### src/rtl/adder_arb_pkg.sv
// Shared types and helpers for the shared step-adder arbiter.
//   ADDR_W / STEP_W : operand widths of the shared adder (8-bit base, 3-bit step).
//   MAX_REQ         : largest supported requester count; rr_pick works on this width.
//   rr_pick         : round-robin one-hot pick starting at ptr, wrapping at nreq.
package adder_arb_pkg;

    localparam int unsigned ADDR_W  = 8;
    localparam int unsigned STEP_W  = 3;
    localparam int unsigned MAX_REQ = 8;

    typedef logic [ADDR_W-1:0] addr_t;
    typedef logic [STEP_W-1:0] step_t;

    // Returns a one-hot vector with the first set bit of valid at or above ptr,
    // wrapping from nreq-1 back to 0. Bits at or above nreq are never granted.
    function automatic logic [MAX_REQ-1:0] rr_pick(input logic [MAX_REQ-1:0] valid,
                                                   input logic [2:0]         ptr,
                                                   input int unsigned        nreq);
        logic [MAX_REQ-1:0] gnt;
        logic [2:0]         idx;
        logic               found;
        gnt   = '0;
        found = 1'b0;
        for (int unsigned k = 0; k < MAX_REQ; k++) begin
            idx = 3'((32'(ptr) + k) % nreq);
            if (k < nreq && !found && valid[idx]) begin
                gnt[idx] = 1'b1;
                found    = 1'b1;
            end
        end
        return gnt;
    endfunction

endpackage

### src/rtl/adder_share_arbiter_if.sv
// Bundle between the requesting stages / result consumer and the arbiter.
//   req_valid/req_a/req_b : per-requester operation (packed, requester i at slice i).
//   req_ready             : one-hot grant back to the requesters.
//   res_valid/res_ready   : result slot handshake.
//   res_y/res_carry/res_id: registered sum, carry out and owning requester.
// master = requester/consumer side, slave = arbiter side.
interface adder_share_arbiter_if
    import adder_arb_pkg::*;
#(
    parameter int unsigned NREQ = 2,
    parameter int unsigned IDW  = 1
) ();

    logic [NREQ-1:0]        req_valid;
    logic [NREQ*ADDR_W-1:0] req_a;
    logic [NREQ*STEP_W-1:0] req_b;
    logic [NREQ-1:0]        req_ready;
    logic                   res_valid;
    logic                   res_ready;
    addr_t                  res_y;
    logic                   res_carry;
    logic [IDW-1:0]         res_id;

    modport master (
        output req_valid, req_a, req_b, res_ready,
        input  req_ready, res_valid, res_y, res_carry, res_id
    );

    modport slave (
        input  req_valid, req_a, req_b, res_ready,
        output req_ready, res_valid, res_y, res_carry, res_id
    );

endinterface

### src/rtl/step_adder8.sv
// Combinational 8-bit + 3-bit step adder.
//   a_i     : 8-bit base operand.
//   b_i     : 3-bit step, zero-extended.
//   y_o     : (a_i + b_i) mod 256.
//   carry_o : carry out of bit 7.
module step_adder8
    import adder_arb_pkg::*;
(
    input  addr_t a_i,
    input  step_t b_i,
    output addr_t y_o,
    output logic  carry_o
);

    assign {carry_o, y_o} = (ADDR_W + 1)'(a_i) + (ADDR_W + 1)'(b_i);

endmodule

### src/rtl/adder_share_arbiter.sv
// Round-robin arbiter sharing one step adder between NREQ requesters, with a
// single-entry registered result slot.
//   clk   : rising-edge clock.
//   rst_n : synchronous active-low reset; also gates all grants while low.
//   bus   : requester operands/grants and result slot handshake (slave side).
// A full slot that is being drained this cycle counts as free, so accepts can
// run back to back at one per cycle.
module adder_share_arbiter
    import adder_arb_pkg::*;
#(
    parameter int unsigned NREQ = 2,
    parameter int unsigned IDW  = 1
) (
    input  logic                 clk,
    input  logic                 rst_n,
    adder_share_arbiter_if.slave bus
);

    logic           res_valid_q, res_valid_d;
    addr_t          res_y_q, res_y_d;
    logic           res_carry_q, res_carry_d;
    logic [IDW-1:0] res_id_q, res_id_d;
    logic [IDW-1:0] rr_ptr_q, rr_ptr_d;

    logic               slot_free;
    logic [MAX_REQ-1:0] valid_ext;
    logic [MAX_REQ-1:0] pick;
    logic [NREQ-1:0]    grant;
    logic [IDW-1:0]     grant_idx;
    addr_t              a_sel;
    step_t              b_sel;
    addr_t              sum_y;
    logic               sum_carry;
    logic               unused_pick;

    assign slot_free = !res_valid_q || bus.res_ready;

    always_comb begin
        valid_ext             = '0;
        valid_ext[NREQ-1:0]   = bus.req_valid;
    end

    assign pick        = rr_pick(valid_ext, 3'(rr_ptr_q), NREQ);
    // Bits above NREQ are always zero; fold them so nothing is left dangling.
    assign unused_pick = ^pick;
    assign grant       = (rst_n && slot_free) ? pick[NREQ-1:0] : '0;

    // Operand mux and index encode driven by the one-hot grant.
    always_comb begin
        grant_idx = '0;
        a_sel     = '0;
        b_sel     = '0;
        for (int unsigned i = 0; i < NREQ; i++) begin
            if (grant[i]) begin
                grant_idx = IDW'(i);
                a_sel     = bus.req_a[ADDR_W*i +: ADDR_W];
                b_sel     = bus.req_b[STEP_W*i +: STEP_W];
            end
        end
    end

    step_adder8 u_step_adder8 (
        .a_i     (a_sel),
        .b_i     (b_sel),
        .y_o     (sum_y),
        .carry_o (sum_carry)
    );

    always_comb begin
        res_valid_d = res_valid_q;
        res_y_d     = res_y_q;
        res_carry_d = res_carry_q;
        res_id_d    = res_id_q;
        rr_ptr_d    = rr_ptr_q;
        if (|grant) begin
            res_valid_d = 1'b1;
            res_y_d     = sum_y;
            res_carry_d = sum_carry;
            res_id_d    = grant_idx;
            rr_ptr_d    = (32'(grant_idx) == NREQ - 1) ? '0 : grant_idx + IDW'(1);
        end else if (res_valid_q && bus.res_ready) begin
            // Drain only; payload holds its last value.
            res_valid_d = 1'b0;
        end
    end

    always_ff @(posedge clk) begin
        if (!rst_n) begin
            res_valid_q <= 1'b0;
            res_y_q     <= '0;
            res_carry_q <= 1'b0;
            res_id_q    <= '0;
            rr_ptr_q    <= '0;
        end else begin
            res_valid_q <= res_valid_d;
            res_y_q     <= res_y_d;
            res_carry_q <= res_carry_d;
            res_id_q    <= res_id_d;
            rr_ptr_q    <= rr_ptr_d;
        end
    end

    assign bus.req_ready = grant;
    assign bus.res_valid = res_valid_q;
    assign bus.res_y     = res_y_q;
    assign bus.res_carry = res_carry_q;
    assign bus.res_id    = res_id_q;

endmodule

### src/flat_wrapper.sv
// flat-port wrapper written by rule: the top's interface ports become plain ports
module adder_share_arbiter_flat import adder_arb_pkg::*;
#(
    parameter int unsigned NREQ = 2,
    parameter int unsigned IDW  = 1
)
  (clk, rst_n, bus_req_valid, bus_req_a, bus_req_b, bus_res_ready, bus_req_ready, bus_res_valid, bus_res_y, bus_res_carry, bus_res_id);
  adder_share_arbiter_if #(.NREQ(NREQ), .IDW(IDW)) bus_i ();
  input  logic clk;
  input  logic rst_n;
  input wire logic [$bits(bus_i.req_valid)-1:0] bus_req_valid;
  input wire logic [$bits(bus_i.req_a)-1:0] bus_req_a;
  input wire logic [$bits(bus_i.req_b)-1:0] bus_req_b;
  input wire logic [$bits(bus_i.res_ready)-1:0] bus_res_ready;
  output wire logic [$bits(bus_i.req_ready)-1:0] bus_req_ready;
  output wire logic [$bits(bus_i.res_valid)-1:0] bus_res_valid;
  output wire logic [$bits(bus_i.res_y)-1:0] bus_res_y;
  output wire logic [$bits(bus_i.res_carry)-1:0] bus_res_carry;
  output wire logic [$bits(bus_i.res_id)-1:0] bus_res_id;
  assign bus_i.req_valid = bus_req_valid;
  assign bus_i.req_a = bus_req_a;
  assign bus_i.req_b = bus_req_b;
  assign bus_i.res_ready = bus_res_ready;
  assign bus_req_ready = bus_i.req_ready;
  assign bus_res_valid = bus_i.res_valid;
  assign bus_res_y = bus_i.res_y;
  assign bus_res_carry = bus_i.res_carry;
  assign bus_res_id = bus_i.res_id;
  adder_share_arbiter #(.NREQ(NREQ), .IDW(IDW)) u_core (.clk(clk), .rst_n(rst_n), .bus(bus_i));
endmodule
### config.mk
export PLATFORM = sky130hd
export DESIGN_NAME = adder_share_arbiter_flat
export DESIGN_NICKNAME = d
export VERILOG_FILES = /design/src/rtl/adder_arb_pkg.sv /design/src/rtl/adder_share_arbiter_if.sv /design/src/rtl/step_adder8.sv /design/src/rtl/adder_share_arbiter.sv /design/src/flat_wrapper.sv
export SDC_FILE = /design/constraint.sdc
export NUM_CORES = 1
export LEC_CHECK = 0
export CELL_PAD_IN_SITES_DETAIL_PLACEMENT = 0
export CELL_PAD_IN_SITES_GLOBAL_PLACEMENT = 1
export CORE_MARGIN = 4
export CORE_UTILIZATION = 30
export DETAILED_ROUTE_END_ITERATION = 10
export PLACE_DENSITY = 0.95
export SLEW_MARGIN = 25
export SYNTH_ARGS = -nofsm -noshare
export SYNTH_HDL_FRONTEND = slang
export SYNTH_SLANG_ARGS = --single-unit
export TNS_END_PERCENT = 5
### constraint.sdc
create_clock -name clk -period 3.7 [get_ports clk]
set_input_delay 0.37 -clock clk [delete_from_list [all_inputs] [get_ports clk]]
set_output_delay 0.37 -clock clk [all_outputs]
set_load 0.02 [all_outputs]
# ---- Word level (Yosys, flattened, before mapping)
# Cells that the tools add are included.
dict set report totals {
  output_inout_bits 13
  reg_bits 12
  input_bits 27
  word_cells 43
}
dict set report op_classes {
  bitwise_logic 1
  addsub 3
  order_cmp 4
  n_reduce_logical 10
  muxes 20
}
# op count
set op_table {}
lappend op_table {{$mux 8} 2}
lappend op_table {{$mux 1} 11}
lappend op_table {{$add 8x3->9} 1}
lappend op_table {{$lt 1x4->1 const B} 2}
lappend op_table {{$mux 2} 3}
lappend op_table {{$mux 3} 2}
lappend op_table {{$logic_and 1x1->1} 5}
lappend op_table {{$add 1x1->1 const B} 2}
lappend op_table {{$demux 1 s1} 2}
lappend op_table {{$ge 1x1->1 const B} 2}
lappend op_table {{$logic_not 1->1} 2}
lappend op_table {{$or 2x2->2} 1}
lappend op_table {{$reduce_bool 2->1} 1}
lappend op_table {{$reduce_or 2->1} 1}
lappend op_table {{$logic_or 1x1->1} 1}

# ---- Depth between registers and ports, before layout
# Gate-level depths: netlist of run 1.
dict set report depth {
  depth_word 11
  mapped_depth 12
  ltp_nobuf 10
}

# ---- Modules after synthesis
# A second synthesis of run 1 with hierarchy kept.
dict set report unflattened {
  cells_unflattened 123
  hier_area_um2 999.7
}
# mod seq_area_each_um2 n_inst cells_each area_each_um2
set by_module_without_submodules {}
lappend by_module_without_submodules {adder_share_arbiter 240.2 1 102 822.0}
lappend by_module_without_submodules {step_adder8 0.0 1 21 177.7}

# ---- Least setup slack after synthesis of run 1
# No wires, ideal clock.
dict set report synth_path {
  path_type {input-to-reg}
  startpoint {in bus_req_valid[0]}
  endpoint {reg u_core.res_y_q[7] (netlist: u_core.bus.res_y[7])}
  path_stages 10
  path_slack_ns 1.175
  setup_ns 0.062
  n_path_buf 1
  t_arrival_ns 2.463
  path_cell_list {nor2b_2 -> nor4b_4 -> buf_4 -> a22o_1 -> ha_1 -> a21o_1 -> a21oi_1 -> nor4_2 -> a211o_1 -> nand3_1}
}
dict set report synth_via {
  elab_chain_len 10
}
# item line
set synth_lines {}
lappend synth_lines {{from (decl)} flat_wrapper.sv:11} ;# input wire logic [$bits(bus_i.req_valid)-1:0] bus_req_valid;
lappend synth_lines {{$mux 1 (not written as such) (2 in a row)} adder_arb_pkg.sv:26} ;# if (k < nreq && !found && valid[idx]) begin
lappend synth_lines {{$mux 1} adder_arb_pkg.sv:26}
lappend synth_lines {{$logic_not 1->1} adder_arb_pkg.sv:26}
lappend synth_lines {{$logic_and 1x1->1} adder_arb_pkg.sv:26}
lappend synth_lines {{$mux 2 *} adder_arb_pkg.sv:26}
lappend synth_lines {{$mux 2 *} adder_share_arbiter.sv:46} ;# assign grant = (rst_n && slot_free) ? pick[NREQ-1:0] : '0;
lappend synth_lines {{$mux 8 or $mux 3 (tied branches) (2 in a row)} adder_share_arbiter.sv:54} ;# if (grant[i]) begin
lappend synth_lines {{$add 8x3->9} step_adder8.sv:15} ;# assign {carry_o, y_o} = (ADDR_W + 1)'(a_i) + (ADDR_W + 1)'(b_i);
lappend synth_lines {{to (signal assigned)} adder_share_arbiter.sv:96} ;# res_y_q <= res_y_d;
lappend synth_lines {{to (decl)} adder_share_arbiter.sv:20} ;# addr_t res_y_q, res_y_d;
# Mark *: on every way between the ends. The rest lies on a longest branch, timed or not. The select of a mux whose other input is x is not followed.
# A chain may end at the register's enable or synchronous reset.

# ---- Final worst setup path of run 1
dict set report layout_path {
  startpoint {in rst_n}
  endpoint {reg u_core.res_y_q[7] (netlist: u_core.bus.res_y[7])}
}
dict set report layout_via {
  elab_chain_len 5
}
# item line
set layout_lines {}
lappend layout_lines {{from (decl)} flat_wrapper.sv:10} ;# input logic rst_n;
lappend layout_lines {{$logic_and 1x1->1} adder_share_arbiter.sv:46}
lappend layout_lines {{$mux 2} adder_share_arbiter.sv:46}
lappend layout_lines {{$mux 8 or $mux 3 (tied branches) (2 in a row)} adder_share_arbiter.sv:54}
lappend layout_lines {{$add 8x3->9} step_adder8.sv:15}
# Several ways; a longest one is shown, not always the timed one.

==> results of run 1 <==
==> kinds of logic after synthesis <==
family | share of synthesized area (%)
simple gates | 22.0
compound gates | 19.0
flops | 30.2
mux | 11.3
buf+inv | 4.72
xor+xnor | 5.50
fa+ha+maj | 7.23
==> synthesized netlist by cell type <==
cell	number	area (um^2)
dfxtp_1	12	240
mux2i_1	9	90.1
nor2_1	9	33.8
nand2_1	7	26.3
a22o_1	6	52.6
nand3_1	6	30.0
a21oi_1	5	25.0
buf_4	3	22.5
ha_1	3	37.5
o21ai_1	3	15.0
xnor2_1	3	26.3
clkbuf_1	2	7.51
inv_2	2	7.51
o21bai_1	2	15.0
xor2_1	2	17.5
a211o_1	1	8.76
a21o_1	1	7.51
a2bb2oi_1	1	8.76
a31oi_1	1	6.26
and2_1	1	6.26
and4_1	1	8.76
fa_1	1	20.0
nand2b_1	1	6.26
nand3b_1	1	7.51
nand3b_2	1	11.3
nor2b_2	1	8.76
nor4_2	1	12.5
nor4b_4	1	23.8
o211ai_1	1	7.51
o21ai_0	1	5.00
==> power by group through the flow <==
stage          clock network (W)  logic [W]  registers [W]
4_1_cts                 0.000108   0.000131       0.000146
5_1_grt                 0.000115   0.000141       0.000147
3_5_place_dp                   0   0.000130       0.000149
6_report                0.000105   0.000130       0.000146
3_3_place_gp                   0   0.000128       0.000149
2_1_floorplan                  0  0.0000577       0.000159
==> metrics by stage <==
step	util, %	setup slack, ns	power [W]	hold WS, ns
2_1_floorplan	-	1.17	0.000217	0.456
6_report	49.8	0.914	0.000381	0.465
4_1_cts	49.8	0.933	0.000385	0.469
5_1_grt	49.8	0.731	0.000404	0.493
3_5_place_dp	48.3	0.656	0.000279	0.456
3_3_place_gp	48.3	0.762	0.000277	0.455
==> cell type report <==
cell class	count	area [um^2]
Clock buffer	4	36.3
Fill cell	242	1250
Inverter	2	7.51
Multi-Input combinational cell	70	518
Sequential cell	12	240
Tap cell	30	37.5
Timing Repair Buffer	41	405
==> metal layers <==
layer	vias to the layer above	routed length, um	part of all wire, %
met2	27	1060	48
met5	-	0	0
met1	351	955	44
li1	401	-	-
met3	0	171	7.8
met4	0	0	0
==> how the worst min path moves through the flow <==
stage	endpoint	slack, ns	cells past startpoint
after floorplan	u_core.rr_ptr_q	0.46	2
after global placement	u_core.bus.res_y[5]	0.45	2
after detailed placement	u_core.bus.res_id	0.46	2
after CTS	u_core.bus.res_id	0.47	2
after global routing	u_core.bus.res_id	0.49	2
final	u_core.bus.res_y[5]	0.46	2
==> state kept, by name, indices dropped and copies added, names as in the netlist <==
name	cells
u_core.bus.res_valid	1
u_core.bus.res_id	1
u_core.bus.res_y	8
u_core.bus.res_carry	1
u_core.rr_ptr_q	1
==> worst max-delay path: stages <==
cell and delay, ns:
clkdlybuf4s50_1 0.62, inv_2 0.15, nor4b_4 0.44, a22o_1 0.29, ha_1 0.25, a21o_1 0.16, a21oi_1 0.27, nor4_2 0.11
a211o_1 0.27, nand3_1 0.08
==> flow_summary.json, run 1 <==
{
  "final_area_um2": 1240,
  "rows": 18,
  "ir_drop_mv": 0.214,
  "finalMaxSlewViolations": 0,
  "max_slew.worst_pin.slew_ns": 0.457,
  "cts_hold_buf": 0,
  "drt-pass1-iter-count": 4,
  "place.gp.congestion": 0.818,
  "drcViolationCount": 0,
  "vias": 779,
  "cp-start-kind": "primary input",
  "track_usage_pct": 13.7,
  "post-route-period-util_pct": 75.3,
  "via_per_inst": 4.90,
  "cts_tree": "yes",
  "antenna_found_initial": 0,
  "switching_share_pct": 29.1,
  "cts-root-buf": "clkbuf_4",
  "die_area_um2": 3540,
  "cp_data_arrival_time_ns": 3.01,
  "crit_type": "primary input to register",
  "worstReg2RegStart": "u_core.rr_ptr_q",
  "p_leak_nw": 0.515,
  "die_w_um": 59.5,
  "clkPwrFrac_pct": 27.7,
  "power.share.sequential_pct": 38.2,
  "final-hold-violation-count": 0,
  "crit_required_ns": 3.92,
  "syn_inst": 89,
  "grt_pass1_wl_mm": 3.75,
  "max_freq_mhz": 359,
  "p_per_area_nw_per_um2": 306,
  "met1_usage_pct": 16.6,
  "hp-class": "register to register",
  "critPathLaunch": "rst_n",
  "setup_viol": 0,
  "rsz0062_at_grt": "false",
  "syn-num-nets": 120,
  "use_met2_pct": 23.6,
  "numPortBuffers": 39,
  "htree_levels": 1,
  "synthDistinctLibCells": 30,
  "globalRouteOverflowTotal": 0,
  "die_h_um": 59.5,
  "power_switching_w": 0.000111,
  "hp-start": "u_core.bus.res_y[5]",
  "drive_above_1_share_pct": 9.30,
  "antenna_cells": 0,
  "num_io_pins": 40,
  "grt_pass1_vias": 842,
  "clkTransAtPathRegs_ns": 0.08,
  "cts.sinks": 12,
  "skew_ns": 0.00663,
  "drt-initial-drc-count": 13,
  "clk_latency_ns": 0.27,
  "reg2regPathDepth": 9,
  "finalSetupTns_ns": 0,
  "cp_max_fo": 8,
  "post_dp_cell_area_um2": 1210,
  "cp-end-kind": "register",
  "rr_endpoint": "u_core.bus.res_y[7]",
  "core_um2": 2500,
  "seq_area_frac_synth_pct": 30.2,
  "post_cts_resized": 0,
  "p_comb_share_pct": 34.1,
  "use_met3_pct": 5.01,
  "fin_cells": 159,
  "ys_seq_elements": 12,
  "grt_busiest_layer": "met2",
  "ant_nets": 0,
  "initial_core_util_pct": 31.8,
  "slew_headroom_pct": 69.4,
  "final_cell_mix": "clkdlybuf4s50_1, dfxtp_1, nor2_1, mux2i_1, nand2_1",
  "dp_cells": 155,
  "crit_path_end": "u_core.bus.res_y[7]",
  "drt_wl_total_mm": 2.18,
  "avgRoutedWirePerCell_um": 13.7,
  "post-dp-hpwl_mm": 1.85,
  "areaGrowthSynthToFinish_pct": 56.4,
  "cts_setup_buffers": 0,
  "p_int_w": 0.000270,
  "yosysWarningCount": 0,
  "period_minus_slack_ns": 2.79,
  "status": "finished, final reports clean",
  "final_common_cell": "clkdlybuf4s50_1",
  "numCtsBuffers": 3,
  "synth.avg_cell_area_um2": 8.94,
  "maxCapViolations": 0,
  "finish.net_count": 161,
  "synthesis.area_um2": 796,
  "cts_buffer_depth": 2,
  "grt_start_max_net_pins": 17,
  "r2r_slack_ns": 1.29
}
Power figures use the tool's default switching activity.
==> run 2: changes to the inputs <==
- CORE_UTILIZATION: 30 -> 28
- PLACE_DENSITY: 0.95 -> 0.91
- clock period: 3.7 -> 2.9 ns (I/O delays scaled with it)
==> flow_summary.json, run 2 (synthesized netlist as in run 1, its figures left out) <==
{
  "cts_buffer_depth": 2,
  "final-hold-violation-count": 0,
  "period_minus_slack_ns": 2.59,
  "numPortBuffers": 39,
  "clk_latency_ns": 0.27,
  "crit_type": "primary input to register",
  "p_comb_share_pct": 34.4,
  "largest_register_ffs": 8,
  "hp-class": "register to register",
  "antenna_found_initial": 0,
  "initial_core_util_pct": 29.1,
  "dp_cells": 158,
  "htree_levels": 1,
  "drive_above_1_share_pct": 11.4,
  "core_um2": 2730,
  "globalRouteOverflowTotal": 0,
  "crit_required_ns": 3.07,
  "die_w_um": 61.3,
  "status": "finished, final reports clean",
  "place.gp.congestion": 0.772,
  "rows": 19,
  "areaGrowthSynthToFinish_pct": 59.4,
  "die_h_um": 61.3,
  "grt_start_max_net_pins": 11,
  "r2r_slack_ns": 0.53,
  "drt-initial-drc-count": 9,
  "max_freq_mhz": 386,
  "cp_data_arrival_time_ns": 2.76,
  "grt_pass1_wl_mm": 3.42,
  "vias": 786,
  "p_leak_nw": 0.530,
  "antenna_cells": 0,
  "avgRoutedWirePerCell_um": 12.8,
  "cp_max_fo": 9,
  "switching_share_pct": 28.8,
  "clkPwrFrac_pct": 27.5,
  "die_area_um2": 3760,
  "clkTransAtPathRegs_ns": 0.08,
  "p_int_w": 0.000347,
  "drcViolationCount": 0,
  "skew_ns": 0.000610,
  "hold_ws_ns": 0.460,
  "power_switching_w": 0.000141,
  "slew_headroom_pct": 77.7,
  "cts_hold_buf": 0,
  "ant_nets": 0,
  "maxCapViolations": 0,
  "cts.sinks": 12,
  "drt_wl_total_mm": 2.08,
  "cp-start-kind": "primary input",
  "max_slew.worst_pin.slew_ns": 0.332,
  "fin_cells": 163,
  "track_usage_pct": 12.2,
  "p_per_area_nw_per_um2": 385,
  "post-dp-hpwl_mm": 1.72,
  "power.share.sequential_pct": 38.1,
  "grt_pass1_vias": 797,
  "via_per_inst": 4.82,
  "final_cell_mix": "clkdlybuf4s50_1, dfxtp_1, nor2_1, mux2i_1, nand2_1",
  "setup_viol": 0,
  "post-route-period-util_pct": 89.4,
  "fill_cells": 264,
  "cp-end-kind": "register",
  "cts_tree": "yes",
  "cts-root-buf": "clkbuf_4",
  "finalMaxSlewViolations": 0,
  "final_common_cell": "clkdlybuf4s50_1",
  "num_io_pins": 40,
  "ir_drop_mv": 0.275,
  "numCtsBuffers": 3,
  "drt-pass1-iter-count": 4,
  "rsz0062_at_grt": "false",
  "finish.net_count": 164
}
==> run 2: cell count changes in the layout (fill, tap and decap cells not counted), sizes merged <==
| cell | delta |
|---|---|
| buf | +3 |
==> run 2: power groups by stage <==
stage | registers, W | clock network, W | logic, W
global placement | 0.000189 | 0 | 0.000165
CTS | 0.000186 | 0.000139 | 0.000168
detailed placement | 0.000190 | 0 | 0.000167
global route | 0.000187 | 0.000145 | 0.000184
finish | 0.000186 | 0.000134 | 0.000168
floorplan | 0.000203 | 0 | 0.0000737
==> run 2: worst max-delay path: stages <==
cell	delay, ns
clkdlybuf4s50_1	0.50
nor2b_2	0.27
nor4b_4	0.07
buf_4	0.17
a22o_1	0.23
ha_1	0.23
fa_1	0.41
a21oi_1	0.16
a21oi_1	0.09
xnor2_1	0.15
mux2i_1	0.13
nor2_1	0.05
==> run 2: path summary, 6_finish.rpt <==
| path | endpoint | start | cells past startpoint |
|---|---|---|---|
| hold / removal | u_core.bus.res_id | u_core.bus.res_id | 2 |
| hold reg to reg | u_core.bus.res_id | u_core.bus.res_id | 2 |
| setup / recovery | u_core.bus.res_y[4] | bus_req_valid[0] | 12 |
| setup reg to reg | u_core.bus.res_y[4] | u_core.rr_ptr_q | 11 |
==> run 2: area by class of cell <==
class	instances	area (um^2)	share of cell area, %
clock buffer	4	36.3	2.86
inverter	2	7.51	0.592
multi-input combinational	70	518	40.8
sequential	12	240	18.9
tap	31	38.8	3.06
timing repair buffer	44	428	33.7
==> run 2: what timing repair did <==
item	in CTS	in global routing
gates resized for setup	0	0
setup buffers	0	1
setup endpoints to repair	0	1
hold endpoints to repair	0	0
==> run 2: routing by layer <==
| layer | track usage [%] | vias to the layer above | wire length, um |
|---|---|---|---|
| met5 | 0 | - | 0 |
| met4 | 4.64 | 0 | 12 |
| met3 | 3.56 | 2 | 174 |
| met2 | 19.9 | 26 | 978 |
| met1 | 15.2 | 351 | 915 |
| li1 | - | 407 | - |
==> run 2: through the flow <==
step	power (W)	setup TNS, ns	area (um^2)	worst slack (ns)	util (%)
2_1_floorplan	0.000277	0	796	0.455	-
3_3_place_gp	0.000354	0	1220	0.0534	44.8
3_5_place_dp	0.000357	-0.0453	1220	-0.0328	44.8
4_1_cts	0.000493	0	1260	0.266	46.1
5_1_grt	0.000516	0	1270	0.103	46.4
6_report	0.000488	0	1270	0.307	46.4
